File: src/rtl/rvfi_rm_cmd_gen.sv
// Turns each RVFI retirement into a queued STEP / INTR / DEBUG command for the
// reference-model consumer. Async events carry how many retirements to revert.
module rvfi_rm_cmd_gen #(
    parameter int DEPTH      = 8,
    parameter int REVERT_W   = 4,
    parameter int MAX_REVERT = 15
) (
    input  logic                       clk_i,
    input  logic                       rst_i,
    input  logic                       rvfi_valid_i,
    input  logic                       rvfi_intr_i,
    input  logic [2:0]                 rvfi_dbg_i,
    input  logic [31:0]                irq_i,
    input  logic [31:0]                mie_i,
    input  logic                       debug_req_i,
    output logic                       cmd_valid_o,
    input  logic                       cmd_ready_i,
    output logic [1:0]                 cmd_type_o,
    output logic [31:0]                cmd_mip_o,
    output logic [31:0]                cmd_mie_o,
    output logic                       cmd_debug_req_o,
    output logic [REVERT_W-1:0]        cmd_revert_o,
    output logic                       cmd_allowed_o,
    output logic [$clog2(DEPTH):0]     fifo_count_o,
    output logic                       overflow_o
);
    localparam int PTR_W = $clog2(DEPTH);
    localparam int CNT_W = PTR_W + 1;
    localparam logic [CNT_W-1:0]    FULL_CNT = CNT_W'(DEPTH);
    localparam logic [REVERT_W-1:0] SAT_CNT  = REVERT_W'(MAX_REVERT);

    typedef enum logic [1:0] {
        CMD_STEP  = 2'd0,
        CMD_INTR  = 2'd1,
        CMD_DEBUG = 2'd2
    } cmd_type_t;

    typedef struct packed {
        cmd_type_t             ctype;
        logic [31:0]           mip;
        logic [31:0]           mie;
        logic                  debug_req;
        logic [REVERT_W-1:0]   revert;
        logic                  allowed;
    } entry_t;

    logic [31:0]         irq_prev_reg, irq_snap_reg;
    logic                dbg_prev_reg;
    logic [REVERT_W-1:0] irq_cnt_reg, irq_cnt_next;
    logic [REVERT_W-1:0] dbg_cnt_reg, dbg_cnt_next;
    logic [PTR_W-1:0]    wr_ptr_reg, rd_ptr_reg;
    logic [CNT_W-1:0]    count_reg, count_next;
    logic                overflow_reg;
    entry_t              mem [DEPTH];
    entry_t              entry_next, head;

    logic irq_change, dbg_rise, is_dbg, is_intr, push, pop, push_ok;

    assign irq_change = (irq_i != irq_prev_reg);
    assign dbg_rise   = debug_req_i & ~dbg_prev_reg;
    assign is_dbg     = rvfi_valid_i & (rvfi_dbg_i != 3'd0);
    assign is_intr    = rvfi_valid_i & ~is_dbg & rvfi_intr_i;

    assign cmd_valid_o = (count_reg != '0);
    assign push        = rvfi_valid_i;
    assign pop         = cmd_valid_o & cmd_ready_i;
    // A full FIFO still takes a push when the head leaves in the same cycle.
    assign push_ok     = push & ((count_reg != FULL_CNT) | pop);

    always_comb begin
        entry_next           = '0;
        entry_next.mie       = mie_i;
        entry_next.debug_req = debug_req_i;
        if (is_dbg) begin
            entry_next.ctype   = CMD_DEBUG;
            entry_next.mip     = irq_snap_reg;
            entry_next.revert  = dbg_cnt_reg;
            entry_next.allowed = 1'b1;
        end else if (is_intr) begin
            entry_next.ctype   = CMD_INTR;
            entry_next.mip     = irq_snap_reg;
            entry_next.revert  = irq_cnt_reg;
            entry_next.allowed = 1'b1;
        end
    end

    always_comb begin
        irq_cnt_next = irq_cnt_reg;
        if (irq_change || is_intr)
            irq_cnt_next = '0;
        else if (rvfi_valid_i && irq_cnt_reg != SAT_CNT)
            irq_cnt_next = irq_cnt_reg + REVERT_W'(1);

        dbg_cnt_next = dbg_cnt_reg;
        if (dbg_rise || is_dbg)
            dbg_cnt_next = '0;
        else if (rvfi_valid_i && dbg_cnt_reg != SAT_CNT)
            dbg_cnt_next = dbg_cnt_reg + REVERT_W'(1);
    end

    always_comb begin
        count_next = count_reg;
        case ({push_ok, pop})
            2'b10:   count_next = count_reg + CNT_W'(1);
            2'b01:   count_next = count_reg - CNT_W'(1);
            default: count_next = count_reg;
        endcase
    end

    always_ff @(posedge clk_i) begin
        if (rst_i) begin
            irq_prev_reg <= '0;
            irq_snap_reg <= '0;
            dbg_prev_reg <= 1'b0;
            irq_cnt_reg  <= '0;
            dbg_cnt_reg  <= '0;
            wr_ptr_reg   <= '0;
            rd_ptr_reg   <= '0;
            count_reg    <= '0;
            overflow_reg <= 1'b0;
        end else begin
            irq_prev_reg <= irq_i;
            if (irq_change)
                irq_snap_reg <= irq_i;
            dbg_prev_reg <= debug_req_i;
            irq_cnt_reg  <= irq_cnt_next;
            dbg_cnt_reg  <= dbg_cnt_next;
            count_reg    <= count_next;
            if (push_ok)
                wr_ptr_reg <= wr_ptr_reg + PTR_W'(1);
            if (pop)
                rd_ptr_reg <= rd_ptr_reg + PTR_W'(1);
            if (push && !push_ok)
                overflow_reg <= 1'b1;
        end
    end

    // Storage is not reset; the head is masked to zero whenever the FIFO is empty.
    always_ff @(posedge clk_i) begin
        if (!rst_i && push_ok)
            mem[wr_ptr_reg] <= entry_next;
    end

    assign head = cmd_valid_o ? mem[rd_ptr_reg] : '0;

    assign cmd_type_o      = head.ctype;
    assign cmd_mip_o       = head.mip;
    assign cmd_mie_o       = head.mie;
    assign cmd_debug_req_o = head.debug_req;
    assign cmd_revert_o    = head.revert;
    assign cmd_allowed_o   = head.allowed;
    assign fifo_count_o    = count_reg;
    assign overflow_o      = overflow_reg;
endmodule

File: config.mk
export PLATFORM = sky130hd
export DESIGN_NAME = rvfi_rm_cmd_gen
export DESIGN_NICKNAME = d
export VERILOG_FILES = /design/src/rtl/rvfi_rm_cmd_gen.sv
export SDC_FILE = /design/constraint.sdc
export NUM_CORES = 1
export LEC_CHECK = 0
export ABC_AREA = 0
export ABC_CLOCK_PERIOD_IN_PS = 22100
export CORE_ASPECT_RATIO = 1.25
export CORE_MARGIN = 1.5
export CORE_UTILIZATION = 40
export DETAILED_ROUTE_END_ITERATION = 12
export SLEW_MARGIN = 15
export SYNTH_ARGS = -nofsm -noshare
export SYNTH_HDL_FRONTEND = slang
export SYNTH_SLANG_ARGS = --single-unit
File: constraint.sdc
create_clock -name clk_i -period 22.1 [get_ports clk_i]
set_input_delay 6.63 -clock clk_i [delete_from_list [all_inputs] [get_ports clk_i]]
set_output_delay 6.63 -clock clk_i [all_outputs]
set_load 0.01 [all_outputs]
==> results.json <==
{
  "r2r-start": "fifo_count_o[0]",
  "irDropWorstVdd_mv": 0.0735,
  "min_from": "rd_ptr_reg[1]",
  "first_iter_violations": 720,
  "n_fill_cell": 5244,
  "ys_ff_latch": 663,
  "place_congestion": 0.726,
  "die-area_um2": 65600,
  "dr.pass1.iters": 7,
  "cts_buffers": 66,
  "cts_resized": 0,
  "syn_nets": 1374,
  "die_h_um": 286,
  "cts_tree": "yes",
  "synth_area_um2": 25600,
  "fin_util_pct": 47.7,
  "synth_most_common_cell": "edfxtp_1",
  "outcome": "finished, final reports clean",
  "max_freq_ghz": 0.0905,
  "finalMaxSlewViolations": 0,
  "dpl_cell_area_um2": 28100,
  "grt_max_degree": 71,
  "portBuffers": 150,
  "critPathCaptureType": "output pin",
  "r2r_setup_slack_ps": 18400,
  "htreeDepth": 3,
  "drc_errors": 0,
  "synthTopCellsByArea": "edfxtp_1 (68%), mux4_2 (13%), dfxtp_1 (6.8%)",
  "wirelength_um": 53900,
  "via_per_inst": 5.18,
  "required_ps": 15470,
  "switching_share_pct": 26.5,
  "design_area_um2": 30200,
  "root_buffer": "clkbuf_16",
  "clkPwrFrac_pct": 32.6,
  "synth_top_cell_by_area": "edfxtp_1",
  "power_switching_w": 0.000870,
  "cts_max_path_buffers": 3,
  "min_path_type": "reg -> reg",
  "vias": 12200,
  "holdPathStages": 2,
  "worst_r2r_endpoint": "mem[1][15]",
  "nets": 1553,
  "largest_register_ffs": 576,
  "gr-total-overflow": 0,
  "grt_antenna_before_repair": 1,
  "clk_latency_ps": 590,
  "cts.sinks": 663,
  "grt_first_pass_wirelength_um": 82100,
  "grt.total_usage_pct": 16.7,
  "worstPathArrival_ps": 4420,
  "ys_types": 44,
  "core_area_um2": 63300,
  "syn_area_per_cell_um2": 19.8,
  "sequentialPowerShare_pct": 43.4,
  "row_count": 103,
  "setup_viol": 0,
  "drv_cap": 0,
  "path_class": "reg -> out",
  "worstRegToRegCells": 6,
  "synthCells": 1294,
  "clk_pin_slew_ps": 60,
  "relSlewSlack_pct": 29.0,
  "skew_ps": 30.5,
  "synth-edff-count": 576,
  "startpoint_type": "register",
  "yosysSeqAreaShare_pct": 74.3,
  "fin_hold_ws_ps": 472,
  "area_delta_synth_final_pct": 17.9,
  "netlist.area_leader.share_pct": 67.5,
  "ctsHoldBuffers": 0,
  "ys_top_cells_by_count": "edfxtp_1 (576), mux4_2 (144), nor2b_1 (100)",
  "die_w_um": 229,
  "dp_hpwl_um": 31200,
  "yosysWarningCount": 0,
  "rsz0062_at_grt": "false",
  "grt_pass1_vias": 13300,
  "ios": 151,
  "synth-main-ff-cell": "edfxtp_1",
  "initial_core_util_pct": 40.5,
  "ant_nets": 0,
  "cp_max_fo": 49,
  "wl_per_cell_um": 22.8,
  "fin_crit_ps": 11050,
  "p_leak_nw": 9.56,
  "hold_viol": 0,
  "cellInternalPower_w": 0.00241,
  "cts_setup_buffers": 0,
  "worstMarginPinSlew_ps": 1070,
  "setup_tns_ps": 0,
  "finalCritPeriodShare_pct": 50.0,
  "layout-drive-gt1-share_pct": 20.7,
  "combPwrFrac_pct": 24.0,
  "postSynth.asyncResetShare_pct": 0,
  "power_density_nw_per_um2": 109
}
[worst max-delay path, stage by stage (launching register included)]
cell             delay [ps]
dfxtp_4                 720
buf_4                   860
buf_4                   680
mux4_2                  570
mux2i_1                 330
nor2_1                   80
clkdlybuf4s50_1         510
[per-layer routing]
metal | up-vias | track usage [%] | share of wire (%) | wire, µm
met5 | - | 0 | 0 | 0
met4 | 0 | 5.64 | 2.3 | 1230
met3 | 80 | 2.47 | 3.7 | 2010
met2 | 240 | 28.6 | 51 | 27400
met1 | 6420 | 21.8 | 43 | 23200
li1 | 5482 | - | - | -
[worst max path at each step]
stage	startpoint	slack [ps]	to	depth (start not counted)
after floorplan	rvfi_valid_i	7250	mem[0][0]	4
after global placement	register	11410	cmd_revert_o[3]	6
after detailed placement	register	11400	cmd_revert_o[3]	6
after CTS	register	10790	cmd_revert_o[3]	6
after global routing	register	10600	cmd_revert_o[3]	6
final	register	11050	cmd_revert_o[3]	6
[cell usage in the layout, fill, tap and decap left out, drive strengths merged, types with 26 or more instances in the layout]
cell and count:
edfxtp 576, clkbuf 87, mux4 144, clkdlybuf4s50 149, xor2 37, dfxtp 87, buf 26, nor2b 100
mux2 33, mux2i 76, nor2 92
[power by group through the flow]
stage | Sequential [W] | Clock (W) | Combinational (W)
final | 0.00142 | 0.00107 | 0.000788
after global routing | 0.00143 | 0.00114 | 0.000854
after CTS | 0.00142 | 0.00110 | 0.000816
after detailed placement | 0.00145 | 0 | 0.000814
after global placement | 0.00145 | 0 | 0.000810
after floorplan | 0.00143 | 0 | 0.000479
[through the flow]
stage	setup WS (ps)	total power, W	std cells
2_1_floorplan	7250	0.00191	1294
3_3_place_gp	11410	0.00226	2245
3_5_place_dp	11400	0.00226	2245
4_1_cts	10790	0.00334	2360
5_1_grt	10600	0.00343	2360
6_report	11050	0.00328	2361
[cell families (layout without fill, tap and decap cells)]
group / after synthesis / after routing / share of synthesized area, %
XOR/XNOR: 40 / 40 / 1.37
multiplexers: 253 / 253 / 17.1
other: 0 / 1 / 0
AND/OR/NAND/NOR: 240 / 240 / 5.05
AO/OA/AOI/OAI: 21 / 21 / 0.606
buffers and inverters: 70 / 296 / 1.23
flip-flops: 663 / 663 / 74.3
adder cells (fa/ha/maj): 7 / 7 / 0.371
[final cells by class]
| type | instances | area [µm²] | area share (%) |
|---|---|---|---|
| clock inverters | 28 | 220 | 0.729 |
| clock buffers | 87 | 1840 | 6.08 |
| diodes | 1 | 2.50 | 0.00829 |
| well taps | 840 | 1050 | 3.48 |
| inverters | 6 | 22.5 | 0.0746 |
| multi-input cells | 561 | 6330 | 21.0 |
| repair buffers | 175 | 1680 | 5.58 |
| flip-flops and latches | 663 | 19000 | 63.1 |
No activity file was read; power rests on OpenSTA's default activity.
